[config.mk]
export PLATFORM = sky130hd
export DESIGN_NAME = branch_update_unit_flat
export DESIGN_NICKNAME = d
export VERILOG_FILES = /design/src/rtl/branch_update_unit_pkg.sv /design/src/rtl/branch_update_unit_if.sv /design/src/rtl/branch_update_unit_pred_meta_fifo.sv /design/src/rtl/branch_update_unit.sv /design/src/flat_wrapper.sv
export SDC_FILE = /design/constraint.sdc
export NUM_CORES = 1
export LEC_CHECK = 0
export CAP_MARGIN = 5
export CORE_ASPECT_RATIO = 0.9
export CORE_MARGIN = 2
export CORE_UTILIZATION = 54
export DETAILED_ROUTE_END_ITERATION = 12
export PLACE_DENSITY = 0.84
export SLEW_MARGIN = 10
export SYNTH_ARGS = -nofsm -noshare
export SYNTH_HDL_FRONTEND = slang
export SYNTH_SLANG_ARGS = --single-unit
[constraint.sdc]
create_clock -name clk -period 3.4 [get_ports clk]
set_input_delay 0.34 -clock clk [delete_from_list [all_inputs] [get_ports clk]]
set_output_delay 0.34 -clock clk [all_outputs]
set_load 0.1 [all_outputs]
[src/rtl/branch_update_unit_pkg.sv]
// Shared types and helpers for the branch resolution/update unit:
// 2-bit counter encodings, the saturating update, and FSM states.
package branch_update_unit_pkg;

  localparam logic [1:0] SNT = 2'd0;
  localparam logic [1:0] WNT = 2'd1;
  localparam logic [1:0] WT  = 2'd2;
  localparam logic [1:0] ST  = 2'd3;

  typedef enum logic [1:0] {
    IDLE = 2'd0,
    RD   = 2'd1,
    WR   = 2'd2
  } state_t;

  // One step toward taken (up=1) or not-taken (up=0), clamped at SNT/ST.
  function automatic logic [1:0] sat_update(input logic [1:0] ctr, input logic up);
    if (up) return (ctr == ST) ? ST : ctr + 2'd1;
    else return (ctr == SNT) ? SNT : ctr - 2'd1;
  endfunction

endpackage

[src/rtl/branch_update_unit_if.sv]
// Fetch-side prediction push channel and execute-side resolution channel.
// A transfer occurs on a rising clk edge where valid && ready are both high;
// valid must not depend on ready, and payload is held stable while valid && !ready.
interface branch_update_unit_if #(
  parameter int LW = 10,
  parameter int GW = 12
);
  logic          pred_valid;
  logic          pred_ready;
  logic [LW-1:0] pred_lidx;
  logic [GW-1:0] pred_gidx;
  logic          pred_l;
  logic          pred_g;
  logic          pred_final;
  logic [31:0]   pred_pc;

  logic          res_valid;
  logic          res_ready;
  logic          res_taken;
  logic [31:0]   res_target;

  modport master (
    output pred_valid, pred_lidx, pred_gidx, pred_l, pred_g, pred_final, pred_pc,
    input  pred_ready,
    output res_valid, res_taken, res_target,
    input  res_ready
  );

  modport slave (
    input  pred_valid, pred_lidx, pred_gidx, pred_l, pred_g, pred_final, pred_pc,
    output pred_ready,
    input  res_valid, res_taken, res_target,
    output res_ready
  );
endinterface

[src/rtl/branch_update_unit_pred_meta_fifo.sv]
// In-order prediction metadata queue (pred_meta_fifo): wrap-around pointers plus
// an occupancy count, synchronous flush. A push while full lands only if a pop frees a slot.
module branch_update_unit_pred_meta_fifo #(
  parameter int DEPTH = 4,
  parameter int W     = 8
) (
  input  logic         clk,
  input  logic         rst_n,
  input  logic         flush,
  input  logic         push,
  input  logic         pop,
  input  logic [W-1:0] din,
  output logic [W-1:0] dout,
  output logic         full,
  output logic         empty
);
  localparam int AW = $clog2(DEPTH);

  logic [W-1:0]  mem [DEPTH];
  logic [AW-1:0] wp_q, rp_q;
  logic [AW:0]   cnt_q;
  logic          do_push, do_pop;

  assign full    = (cnt_q == (AW+1)'(DEPTH));
  assign empty   = (cnt_q == '0);
  assign do_pop  = pop && !empty;
  assign do_push = push && (!full || do_pop);
  assign dout    = mem[rp_q];

  always_ff @(posedge clk) begin
    if (!rst_n || flush) begin
      wp_q  <= '0;
      rp_q  <= '0;
      cnt_q <= '0;
    end else begin
      if (do_push) wp_q <= wp_q + AW'(1);
      if (do_pop)  rp_q <= rp_q + AW'(1);
      case ({do_push, do_pop})
        2'b10:   cnt_q <= cnt_q + (AW+1)'(1);
        2'b01:   cnt_q <= cnt_q - (AW+1)'(1);
        default: cnt_q <= cnt_q;
      endcase
    end
  end

  // Storage needs no reset; occupancy is tracked solely by cnt_q.
  always_ff @(posedge clk) begin
    if (do_push && !flush) mem[wp_q] <= din;
  end

endmodule

[src/rtl/branch_update_unit.sv]
// Resolution side of the tournament predictor: pops prediction metadata, reads the
// three counter tables, writes saturated updates, pushes history and redirects on mispredict.
module branch_update_unit
  import branch_update_unit_pkg::*;
#(
  parameter int DEPTH = 4,
  parameter int LW    = 10,
  parameter int GW    = 12,
  parameter int CW    = 16
) (
  input  logic                clk,
  input  logic                rst_n,
  branch_update_unit_if.slave bus,
  output logic                rd_en,
  output logic [LW-1:0]       rd_lidx,
  output logic [GW-1:0]       rd_gidx,
  input  logic [1:0]          rd_lctr,
  input  logic [1:0]          rd_gctr,
  input  logic [1:0]          rd_cctr,
  output logic                wr_en,
  output logic [LW-1:0]       wr_lidx,
  output logic [GW-1:0]       wr_gidx,
  output logic [1:0]          wr_lctr,
  output logic [1:0]          wr_gctr,
  output logic [1:0]          wr_cctr,
  output logic                ghr_push,
  output logic                ghr_taken,
  output logic                redirect,
  output logic [31:0]         redirect_pc,
  output logic [CW-1:0]       mispred_cnt,
  output state_t              fsm_state
);
  typedef struct packed {
    logic [LW-1:0] lidx;
    logic [GW-1:0] gidx;
    logic          l;
    logic          g;
    logic          fin;
    logic [31:0]   pc;
  } meta_t;

  meta_t         head, ent_q;
  logic          full, empty, accept, mispred, res_ready_c;
  logic          taken_q;
  logic [31:0]   target_q;
  logic [CW-1:0] cnt_q;
  state_t        state_q, state_d;

  branch_update_unit_pred_meta_fifo #(.DEPTH(DEPTH), .W($bits(meta_t))) u_fifo (
    .clk   (clk),
    .rst_n (rst_n),
    .flush (mispred),
    .push  (bus.pred_valid),
    .pop   (accept),
    .din   ({bus.pred_lidx, bus.pred_gidx, bus.pred_l, bus.pred_g, bus.pred_final, bus.pred_pc}),
    .dout  (head),
    .full  (full),
    .empty (empty)
  );

  assign bus.pred_ready = !full;
  assign bus.res_ready  = res_ready_c;
  assign accept         = (state_q == IDLE) && bus.res_valid && !empty;
  assign mispred_cnt    = cnt_q;
  assign fsm_state      = state_q;

  always_comb begin
    state_d     = state_q;
    res_ready_c = 1'b0;
    rd_en       = 1'b0;
    rd_lidx     = '0;
    rd_gidx     = '0;
    wr_en       = 1'b0;
    wr_lidx     = '0;
    wr_gidx     = '0;
    wr_lctr     = '0;
    wr_gctr     = '0;
    wr_cctr     = '0;
    ghr_push    = 1'b0;
    ghr_taken   = 1'b0;
    redirect    = 1'b0;
    redirect_pc = '0;
    mispred     = 1'b0;
    case (state_q)
      IDLE: begin
        res_ready_c = !empty;
        if (accept) state_d = RD;
      end
      RD: begin
        rd_en   = 1'b1;
        rd_lidx = ent_q.lidx;
        rd_gidx = ent_q.gidx;
        state_d = WR;
      end
      WR: begin
        wr_en     = 1'b1;
        wr_lidx   = ent_q.lidx;
        wr_gidx   = ent_q.gidx;
        wr_lctr   = sat_update(rd_lctr, taken_q);
        wr_gctr   = sat_update(rd_gctr, taken_q);
        // Choice only learns when the components disagreed; toward global when global was right.
        wr_cctr   = (ent_q.l == ent_q.g) ? rd_cctr : sat_update(rd_cctr, ent_q.g == taken_q);
        ghr_push  = 1'b1;
        ghr_taken = taken_q;
        mispred   = (ent_q.fin != taken_q);
        redirect  = mispred;
        if (mispred) redirect_pc = taken_q ? target_q : ent_q.pc + 32'd4;
        state_d   = IDLE;
      end
      default: state_d = IDLE;
    endcase
  end

  always_ff @(posedge clk) begin
    if (!rst_n) begin
      state_q  <= IDLE;
      ent_q    <= '0;
      taken_q  <= 1'b0;
      target_q <= '0;
      cnt_q    <= '0;
    end else begin
      state_q <= state_d;
      if (accept) begin
        ent_q    <= head;
        taken_q  <= bus.res_taken;
        target_q <= bus.res_target;
      end
      if (mispred) cnt_q <= cnt_q + CW'(1);
    end
  end

endmodule

[src/flat_wrapper.sv]
// flat-port wrapper written by rule: the top's interface ports become plain ports
module branch_update_unit_flat import branch_update_unit_pkg::*;
#(
  parameter int DEPTH = 4,
  parameter int LW    = 10,
  parameter int GW    = 12,
  parameter int CW    = 16
)
  (clk, rst_n, rd_en, rd_lidx, rd_gidx, rd_lctr, rd_gctr, rd_cctr, wr_en, wr_lidx, wr_gidx, wr_lctr, wr_gctr, wr_cctr, ghr_push, ghr_taken, redirect, redirect_pc, mispred_cnt, fsm_state, bus_pred_valid, bus_pred_lidx, bus_pred_gidx, bus_pred_l, bus_pred_g, bus_pred_final, bus_pred_pc, bus_pred_ready, bus_res_valid, bus_res_taken, bus_res_target, bus_res_ready);
  branch_update_unit_if #(.LW(LW), .GW(GW)) bus_i ();
  input  logic clk;
  input  logic rst_n;
  output logic rd_en;
  output logic [LW-1:0] rd_lidx;
  output logic [GW-1:0] rd_gidx;
  input  logic [1:0] rd_lctr;
  input  logic [1:0] rd_gctr;
  input  logic [1:0] rd_cctr;
  output logic wr_en;
  output logic [LW-1:0] wr_lidx;
  output logic [GW-1:0] wr_gidx;
  output logic [1:0] wr_lctr;
  output logic [1:0] wr_gctr;
  output logic [1:0] wr_cctr;
  output logic ghr_push;
  output logic ghr_taken;
  output logic redirect;
  output logic [31:0] redirect_pc;
  output logic [CW-1:0] mispred_cnt;
  output state_t fsm_state;
  input wire logic [$bits(bus_i.pred_valid)-1:0] bus_pred_valid;
  input wire logic [$bits(bus_i.pred_lidx)-1:0] bus_pred_lidx;
  input wire logic [$bits(bus_i.pred_gidx)-1:0] bus_pred_gidx;
  input wire logic [$bits(bus_i.pred_l)-1:0] bus_pred_l;
  input wire logic [$bits(bus_i.pred_g)-1:0] bus_pred_g;
  input wire logic [$bits(bus_i.pred_final)-1:0] bus_pred_final;
  input wire logic [$bits(bus_i.pred_pc)-1:0] bus_pred_pc;
  output wire logic [$bits(bus_i.pred_ready)-1:0] bus_pred_ready;
  input wire logic [$bits(bus_i.res_valid)-1:0] bus_res_valid;
  input wire logic [$bits(bus_i.res_taken)-1:0] bus_res_taken;
  input wire logic [$bits(bus_i.res_target)-1:0] bus_res_target;
  output wire logic [$bits(bus_i.res_ready)-1:0] bus_res_ready;
  assign bus_i.pred_valid = bus_pred_valid;
  assign bus_i.pred_lidx = bus_pred_lidx;
  assign bus_i.pred_gidx = bus_pred_gidx;
  assign bus_i.pred_l = bus_pred_l;
  assign bus_i.pred_g = bus_pred_g;
  assign bus_i.pred_final = bus_pred_final;
  assign bus_i.pred_pc = bus_pred_pc;
  assign bus_pred_ready = bus_i.pred_ready;
  assign bus_i.res_valid = bus_res_valid;
  assign bus_i.res_taken = bus_res_taken;
  assign bus_i.res_target = bus_res_target;
  assign bus_res_ready = bus_i.res_ready;
  branch_update_unit #(.DEPTH(DEPTH), .LW(LW), .GW(GW), .CW(CW)) u_core (.clk(clk), .rst_n(rst_n), .bus(bus_i), .rd_en(rd_en), .rd_lidx(rd_lidx), .rd_gidx(rd_gidx), .rd_lctr(rd_lctr), .rd_gctr(rd_gctr), .rd_cctr(rd_cctr), .wr_en(wr_en), .wr_lidx(wr_lidx), .wr_gidx(wr_gidx), .wr_lctr(wr_lctr), .wr_gctr(wr_gctr), .wr_cctr(wr_cctr), .ghr_push(ghr_push), .ghr_taken(ghr_taken), .redirect(redirect), .redirect_pc(redirect_pc), .mispred_cnt(mispred_cnt), .fsm_state(fsm_state));
endmodule
Yosys cells after proc, flatten, opt, wreduce, memory -nomap -nowiden
Memories as Yosys holds them, arrays and structs flattened. A register that Yosys moved wholly into a read port is not among the register bits. Cells that the tools add are included.

Memories: 1. Output and inout bits: 107. Bits of input ports: 100. Memory bits (read-only): 0. Latch bits: 0. Register bits after elaboration: 58. Memory bits (writable): 228.

Multiplexer cells: 30. Add/subtract/negate cells: 12. Bitwise logic cells: 0. Divide/modulo/power cells: 0. Shift-type cells: 0. Reduce and logical (&&, ||, !) cells: 18. $mul: 0. Equal/unequal tests: 12. $lt $le $gt $ge: 0.

Memory list: u_core.u_fifo.mem (words 4, bits a word 57, read ports 1, clocked after Yosys merged registers in 1, write ports 1, RTL line branch_update_unit_pred_meta_fifo.sv:19) `logic [W-1:0] mem [DEPTH];`.

Operators with widths (number): 32-bit two-way mux (3); 32-bit by 3-bit adder with 32-bit output, second input constant (1); 2-bit two-way mux (14); 12-bit two-way mux (2); 10-bit two-way mux (2); 16-bit by 1-bit adder with 16-bit output, second input constant (1); 2-bit by 1-bit adder with 2-bit output, second input constant (5); 2-bit == test, second input constant (5); 2-bit zero test (4); 1-bit two-way mux (7); 3-bit one-hot mux with 2 select lines (1); 2-bit by 1-bit subtractor with 2-bit output, second input constant (3); 1-bit logical AND (5); 1-bit zero test (5); 2-bit by 1-bit == test with 1-bit output, second input constant (2); 2-bit one-hot mux with 2 select lines (1); 3-bit by 1-bit adder with 3-bit output, second input constant (1); 3-bit == test, second input constant (1); 3-bit zero test (1); 3-bit by 1-bit subtractor with 3-bit output, second input constant (1); 1-bit == test (2); 1-bit logical OR (2); 2-bit != test, second input constant (1); 2-bit nonzero test (1); 1-bit != test (1).

Logic depth before layout (Yosys ltp)
Gate-level depths: netlist of run 1.

Word-level depth: 9. Depth in mapped cells: 13. Mapped depth without buffers: 11.

Modules after synthesis
From an unflattened synthesis of run 1, not the netlist that was laid out.

Cells, all modules: 1093. Area total of the unflattened synthesis: 14322.5 sq um.

By module, submodules not included: branch_update_unit_pred_meta_fifo (cells each 364, sequential area each 7026.7 sq um, area each 8779.7 sq um, times used 1); branch_update_unit (cells each 729, sequential area each 2162.1 sq um, area each 5542.8 sq um, times used 1).

Worst setup path after synthesis of run 1
No wires, ideal clock.

Path type: register -> output. From: register u_core.state_q[1], in the netlist u_core.fsm_state[1]. To: output redirect_pc[20]. Arrival: 3755 ps. Slack: -695 ps. Stages on the path, launching flop included: 9. Buffers on the path: 2. Path through: dfxtp_1 -> nand2b_1 -> buf_2 -> inv_1 -> nand2_1 -> inv_1 -> buf_2 -> o21ai_0 -> a21oi_1.

Longest elaborated chain between the ends: 2.

RTL lines: start: declaration (RTL line branch_update_unit.sv:47) `state_t state_q, state_d;`; start signal: assignment (RTL line branch_update_unit.sv:122) `state_q <= state_d;`; 2-bit == test (RTL line branch_update_unit.sv:84) `case (state_q)`; 32-bit two-way mux (RTL line branch_update_unit.sv:84); end: declaration (RTL line flat_wrapper.sv:28) `output logic [31:0] redirect_pc;`.

No other way between the ends.

Final worst setup path of run 1
From: register u_core.state_q[0], in the netlist u_core.fsm_state[0]. To: output redirect_pc[27].

The elaborated chain is that of the path after synthesis.

==> results_dict.tcl, run 1 <==
set metrics [dict create \
    core_area_mm2 0.0259 \
    routedWlPerCell_um 20.3 \
    clk_latency_ns 0.53 \
    p_sw_w 0.00371 \
    clockBufferDepth 3 \
    drv_cap 0 \
    antenna_found_initial 4 \
    die_y_um 158 \
    final_layout_size_suffix_gt1_share_pct 19.8 \
    rr_worst_depth 5 \
    netlist_area_mm2 0.0142 \
    multi_input_area_mm2 0.00484 \
    grt_pass1_wl_um 51600 \
    fin_hold_ws_ns 0.379 \
    arrival_ns 2.83 \
    setup_violations 0 \
    worstSetupEndpointType "primary output" \
    synth_nets 1184 \
    syn_area_per_cell_um2 13.2 \
    die_w_um 175 \
    slew_violations 0 \
    dpl-instance-area_mm2 0.0170 \
    yosysTopAreaCellShare_pct 48.3 \
    stdcell_area_mm2 0.0181 \
    grt_usage_pct 24.3 \
    clk_pin_slew_ns 0.06 \
    routed_wl_um 33500 \
    dpl.hpwl_um 21600 \
    nNetsFinal 1381 \
    finalWeightedCongestion 0.876 \
    crit_path_max_fanout 21 \
    grt_pass1_vias 9243 \
    drt-initial-drc-count 750 \
    min_delay_path_depth 3 \
    synth_cell_types 46 \
    fin_crit_ns 3.17 \
    power_density_mw_per_mm2 660 \
    crit_start "u_core.fsm_state[0]$_SDFFE_PN0P_" \
    grt_max_degree 94 \
    worst_slack_ns 0.230 \
    dieArea_mm2 0.0276 \
    synth_seq_area_share_pct 64.5 \
    switching_share_pct 31.1 \
    status "completed" \
    vias_per_cell 5.59 \
    clock-sinks 343 \
    rsz0062_at_grt "no" \
    clockRootBuffer "clkbuf_16" \
    synth_edf_count 228 \
    final_common_cell "edfxtp_1" \
    hp-start "bus_res_target[10]" \
    timing.rr.start "u_core.fsm_state[0]$_SDFFE_PN0P_" \
    cts_tree "built" \
    critPathKind "flop to primary output" \
    regArea_mm2 0.00916 \
    grt_overflow 0 \
    skew_ns 0.0209 \
    synth_ff_type "edfxtp_1" \
    syn2layout_area_growth_pct 27.5 \
    tightestPinTransition_ns 1.09 \
    p_comb_share_pct 23.2 \
    rows 56 \
    ant_nets 0 \
    htreeDepth 2 \
    async_reset_ff_share_pct 0 \
    setup_tns_ns 0 \
    drc_errors 0 \
    yosysWarnings 0 \
    first_pass_iters 5 \
    hold_violations 0 \
    internal_power_w 0.00822 \
    cts_setup_buffers 0 \
    synth-seq-cells 343 \
    syn_inst 1076 \
    layout_common_cells "edfxtp_1, nand2_1, clkdlybuf4s50_1" \
    clock_power_share_pct 30.9 \
    cts-buffers-inserted 35 \
    worstPathRequired_ns 3.06 \
    start_kind "flop" \
    hold_path_class "input port to flop" \
    portBuffers 206 \
    num_vias 9221 \
    p_total_w 0.0119 \
    ioPinCount 207 \
    seq_power_share_pct 45.9 \
    start_util_pct 54.7 \
    preCtsSetupSlack_ns 0.677 \
    leakagePower_nw 6.05 \
    max_freq_ghz 0.315 \
    period_share_pct 93.2 \
    relSlewSlack_pct 27.2 \
    peakVddDrop_mv 0.470 \
    yosys.area.top_type "edfxtp_1" \
    netlist_top_cells_area "edfxtp_1, dfxtp_1, mux4_2, nand2_1, a21boi_0" \
    fill_cells 1731 \
]
==> power by group through the flow <==
stage               Combinational [W]  Clock, W  Sequential [W]
floorplan                     0.00209         0         0.00535
global placement              0.00269         0         0.00552
detailed placement            0.00276         0         0.00556
CTS                           0.00278   0.00374         0.00548
global route                  0.00300   0.00391         0.00555
finish                        0.00276   0.00368         0.00548
==> timing repair <==
| action | 4_1_cts | 5_1_grt |
|---|---|---|
| hold buffers | 0 | 0 |
| endpoints found under the setup margin | 0 | 18 |
| gates resized for setup | 0 | 1 |
==> worst max-delay path: stages, from the launching register on <==
cell	delay [ns]
dfxtp_2	0.38
nand2b_1	0.40
inv_1	0.11
nand2_1	0.35
clkinvlp_4	0.48
o21ai_0	0.31
a21oi_4	0.07
buf_12	0.19
==> cells by family (layout without fill, tap and decap cells) <==
logic type                 Yosys count  after routing  synth area share, %
AOI/OAI and AO/OA                  161            161                 7.60
muxes                               64             64                 9.55
xor gates and xnor gates            47             47                 2.90
buffers and inverters               81            305                 2.36
other                                0              1                    0
and+or+nand+nor                    372            372                 12.3
adders and majority gates            8              8                0.759
DFF                                343            343                 64.5
==> final timing paths <==
kind | end | slack, ns
max | redirect_pc[27] | 0.23
max reg2reg | u_core.u_fifo.mem[0][44]$_DFFE_PP_ | 0.94
min reg2reg | u_core.target_q[6]$_SDFFE_PN0P_ | 0.46
min | u_core.target_q[10]$_SDFFE_PN0P_ | 0.38
==> through the flow <==
stage                     utilization (%)  instances
after floorplan                         -       1076
after global placement               65.5       1584
after detailed placement             65.5       1584
after CTS                            69.7       1648
after global routing                 69.7       1649
final                                69.7       1649
==> cell type report <==
cell class / count / area share [%]
clock buffer: 48 / 5.17
multi-input combinational: 652 / 26.8
clock inverter: 16 / 0.920
antenna: 1 / 0.0138
sequential: 343 / 50.6
tap: 348 / 2.41
timing repair buffer: 224 / 13.7
inverter: 17 / 0.381
==> synthesized netlist by cell type (21+ instances only) <==
library cell,count
a21oi_1,31
dfxtp_1,115
mux4_2,57
edfxtp_1,228
clkbuf_1,38
nor2_1,37
and2_1,56
xor2_1,21
o21ai_0,26
xnor2_1,26
a21boi_0,88
nand2_1,210
==> per-layer routing <==
layer	global-route usage, %	wire (um)	vias up	part of all wire (%)
met3	5.31	2530	53	7.6
met4	7.22	698	6	2.1
met2	39.8	16000	361	48
met1	33.0	14200	4541	42
li1	-	-	4260	-
met5	0	45	-	0.13
==> registers in the layout (all words and copies together), names as in the netlist <==
| name | flops |
|---|---|
| u_core.fsm_state | 2 |
| u_core.u_fifo.rp_q | 2 |
| u_core.mispred_cnt | 16 |
| u_core.u_fifo.cnt_q | 3 |
| u_core.taken_q | 1 |
| u_core.target_q | 32 |
| u_core.u_fifo.wp_q | 2 |
| u_core.u_fifo.mem | 228 |
| u_core.ent_q | 57 |
(Power assumes the default switching activity.)
==> inputs of run 2 (changes only) <==
--- a/config.mk
+++ b/config.mk
@@ -7,7 +7,6 @@
 export LEC_CHECK = 0
 export CAP_MARGIN = 5
 export CORE_ASPECT_RATIO = 0.9
-export CORE_MARGIN = 2
 export CORE_UTILIZATION = 54
 export DETAILED_ROUTE_END_ITERATION = 12
 export PLACE_DENSITY = 0.84
==> run 2 against run 1 <==
Compared with the run above:
- hold slack better by 0.0021 ns
- critical path depth unchanged
- sequential cell count unchanged
- sequential power about the same
- critical path type unchanged
- critical endpoint is now redirect_pc[26]
==> results_dict.tcl, run 2 (synthesis results as in run 1) <==
set metrics [dict create \
    status "completed" \
    worstPathRequired_ns 3.06 \
    regMostFlops "u_core.u_fifo.mem" \
    grt_max_degree 94 \
    nNetsFinal 1379 \
    min_delay_path_depth 3 \
    routed_wl_um 33400 \
    timing.rr.start "u_core.fsm_state[0]$_SDFFE_PN0P_" \
    busiest_layer "met2" \
    dieArea_mm2 0.0269 \
    finalWeightedCongestion 0.804 \
    clk_latency_ns 0.52 \
    leakagePower_nw 6.03 \
    hold_path_class "input port to flop" \
    ioPinCount 207 \
    syn2layout_area_growth_pct 27.0 \
    rsz0062_at_grt "no" \
    tightestPinTransition_ns 1.09 \
    grt_usage_pct 25.4 \
    setup_tns_ns 0 \
    grt.met2_usage_pct 41.0 \
    critical_path.top_delay_family "buffers and inverters" \
    drt-initial-drc-count 700 \
    max_freq_ghz 0.318 \
    crit_top_cell "inv_1" \
    grt_pass1_wl_um 52300 \
    routedWlPerCell_um 20.3 \
    crit_path_max_fanout 21 \
    crit_start "u_core.fsm_state[0]$_SDFFE_PN0P_" \
    skew_ns 0.0192 \
    rr_worst_depth 6 \
    drv_cap 0 \
    clockRootBuffer "clkbuf_16" \
    grt_overflow 0 \
    cp_slowest_cell "inv_1" \
    start_kind "flop" \
    grt_pass1_vias 9401 \
    first_pass_iters 5 \
    rows 55 \
    layout_common_cells "edfxtp_1, nand2_1, clkdlybuf4s50_1" \
    critPathKind "flop to primary output" \
    cts_resized 0 \
    vias_per_cell 5.64 \
    final_common_cell "edfxtp_1" \
    clock-sinks 343 \
    clockBufferDepth 3 \
    final_layout_size_suffix_gt1_share_pct 19.2 \
    cts-buffers-inserted 35 \
    slew_violations 0 \
    fin_hold_ws_ns 0.381 \
    worstSetupEndpointType "primary output" \
    period_share_pct 92.6 \
    largest_reg_flops 228 \
    worstPathCellList "nand2b_1 -> inv_1 -> nand2_1 -> inv_1 -> o21ai_0 -> a21oi_4 -> buf_12" \
    r2r_slack_ns 1.09 \
    top_regs "u_core.u_fifo.mem x228, u_core.ent_q x57, u_core.target_q x32" \
    slowest_delay_ns 0.59 \
    reg2reg_to "u_core.u_fifo.mem[3][28]$_DFFE_PP_" \
    relSlewSlack_pct 27.3 \
    path_buf_inv 3 \
    ant_nets 0 \
    fin_crit_ns 3.15 \
    power_density_mw_per_mm2 651 \
    peakVddDrop_mv 0.468 \
    die_w_um 173 \
    path_depth 7 \
    num_vias 9263 \
    setup_violations 0 \
    drc_errors 0 \
    arrival_ns 2.81 \
    dpl.hpwl_um 21100 \
    endpoint "redirect_pc[26]" \
    clk_pin_slew_ns 0.06 \
    cts_tree "built" \
    use_met3_pct 4.85 \
    antenna_found_initial 1 \
    die_y_um 156 \
    cts_setup_buffers 0 \
    core_area_mm2 0.0255 \
    portBuffers 206 \
    cts_hold_buf 0 \
    grt_util_met1_pct 34.3 \
    htreeDepth 2 \
    start_util_pct 55.7 \
    hold_violations 0 \
]
==> run 2: cell types whose count changed in the layout (fill, tap and decap cells not counted), moves of 2 or more <==
cell        change
buf_4           -4
clkinv_2        -2
bufinv_16       -2
clkinvlp_4      -2
clkinv_1        +3
==> run 2: tightest hold or removal path: cells and delay by family <==
kind / cells / cell delay (ns)
simple gates: 1 / 0.05
compound gates: 1 / 0.07
buf+inv: 1 / 0.40
==> run 2: worst min path at each step <==
| stage | slack [ns] | end | start |
|---|---|---|---|
| final | 0.38 | u_core.target_q[14]$_SDFFE_PN0P_ | bus_res_target[14] |
| after global routing | 0.38 | u_core.target_q[14]$_SDFFE_PN0P_ | bus_res_target[14] |
| after CTS | 0.36 | u_core.target_q[14]$_SDFFE_PN0P_ | bus_res_target[14] |
| after detailed placement | 0.46 | u_core.target_q[8]$_SDFFE_PN0P_ | u_core.target_q[8]$_SDFFE_PN0P_ |
| after global placement | 0.45 | u_core.target_q[16]$_SDFFE_PN0P_ | u_core.target_q[16]$_SDFFE_PN0P_ |
| after floorplan | 0.44 | u_core.ent_q[35]$_SDFFE_PN0P_ | u_core.ent_q[35]$_SDFFE_PN0P_ |
==> run 2: power breakdown <==
| group | switching (W) | internal, W | total [W] |
|---|---|---|---|
| combinational | 0.00165 | 0.00108 | 0.00273 |
| sequential | 0.000466 | 0.00502 | 0.00548 |
| clock | 0.00151 | 0.00200 | 0.00351 |
==> run 2: routing by layer <==
layer / up-vias / part of all wire (%)
met3: 62 / 7.0
met2: 320 / 48
met4: 0 / 2.9
met5: - / 0
li1: 4254 / -
met1: 4627 / 42
==> run 2: per-stage QoR <==
step           setup slack (ns)  power, W  cell area [um^2]  instances  utilization, %
2_1_floorplan           0.00773   0.00744             14300       1076               -
3_3_place_gp              0.902   0.00820             17000       1576            66.6
3_5_place_dp              0.797   0.00830             17000       1576            66.6
4_1_cts                   0.226    0.0118             18000       1639            70.7
5_1_grt                  0.0447    0.0122             18000       1640            70.7
6_report                  0.252    0.0117             18000       1641            70.7
==> run 2: area by class of cell <==
cell class                 instances  area (um^2)
antenna                            2         5.00
clock buffer                      50          973
clock inverter                    13         72.6
fill                            1681         7450
inverter                          17         65.1
multi-input combinational        652         4840
sequential                       343         9160
tap                              342          428
timing repair buffer             222         2470
==> inputs of run 3 (changes only) <==
--- a/config.mk
+++ b/config.mk
@@ -10,6 +10,7 @@
 export CORE_UTILIZATION = 54
 export DETAILED_ROUTE_END_ITERATION = 12
 export PLACE_DENSITY = 0.84
+export SKIP_CTS_REPAIR_TIMING = 1
 export SLEW_MARGIN = 10
 export SYNTH_ARGS = -nofsm -noshare
 export SYNTH_HDL_FRONTEND = slang
==> results of run 3 <==
Same layout as run 2: the final DEF is identical, and so are final timing and power.
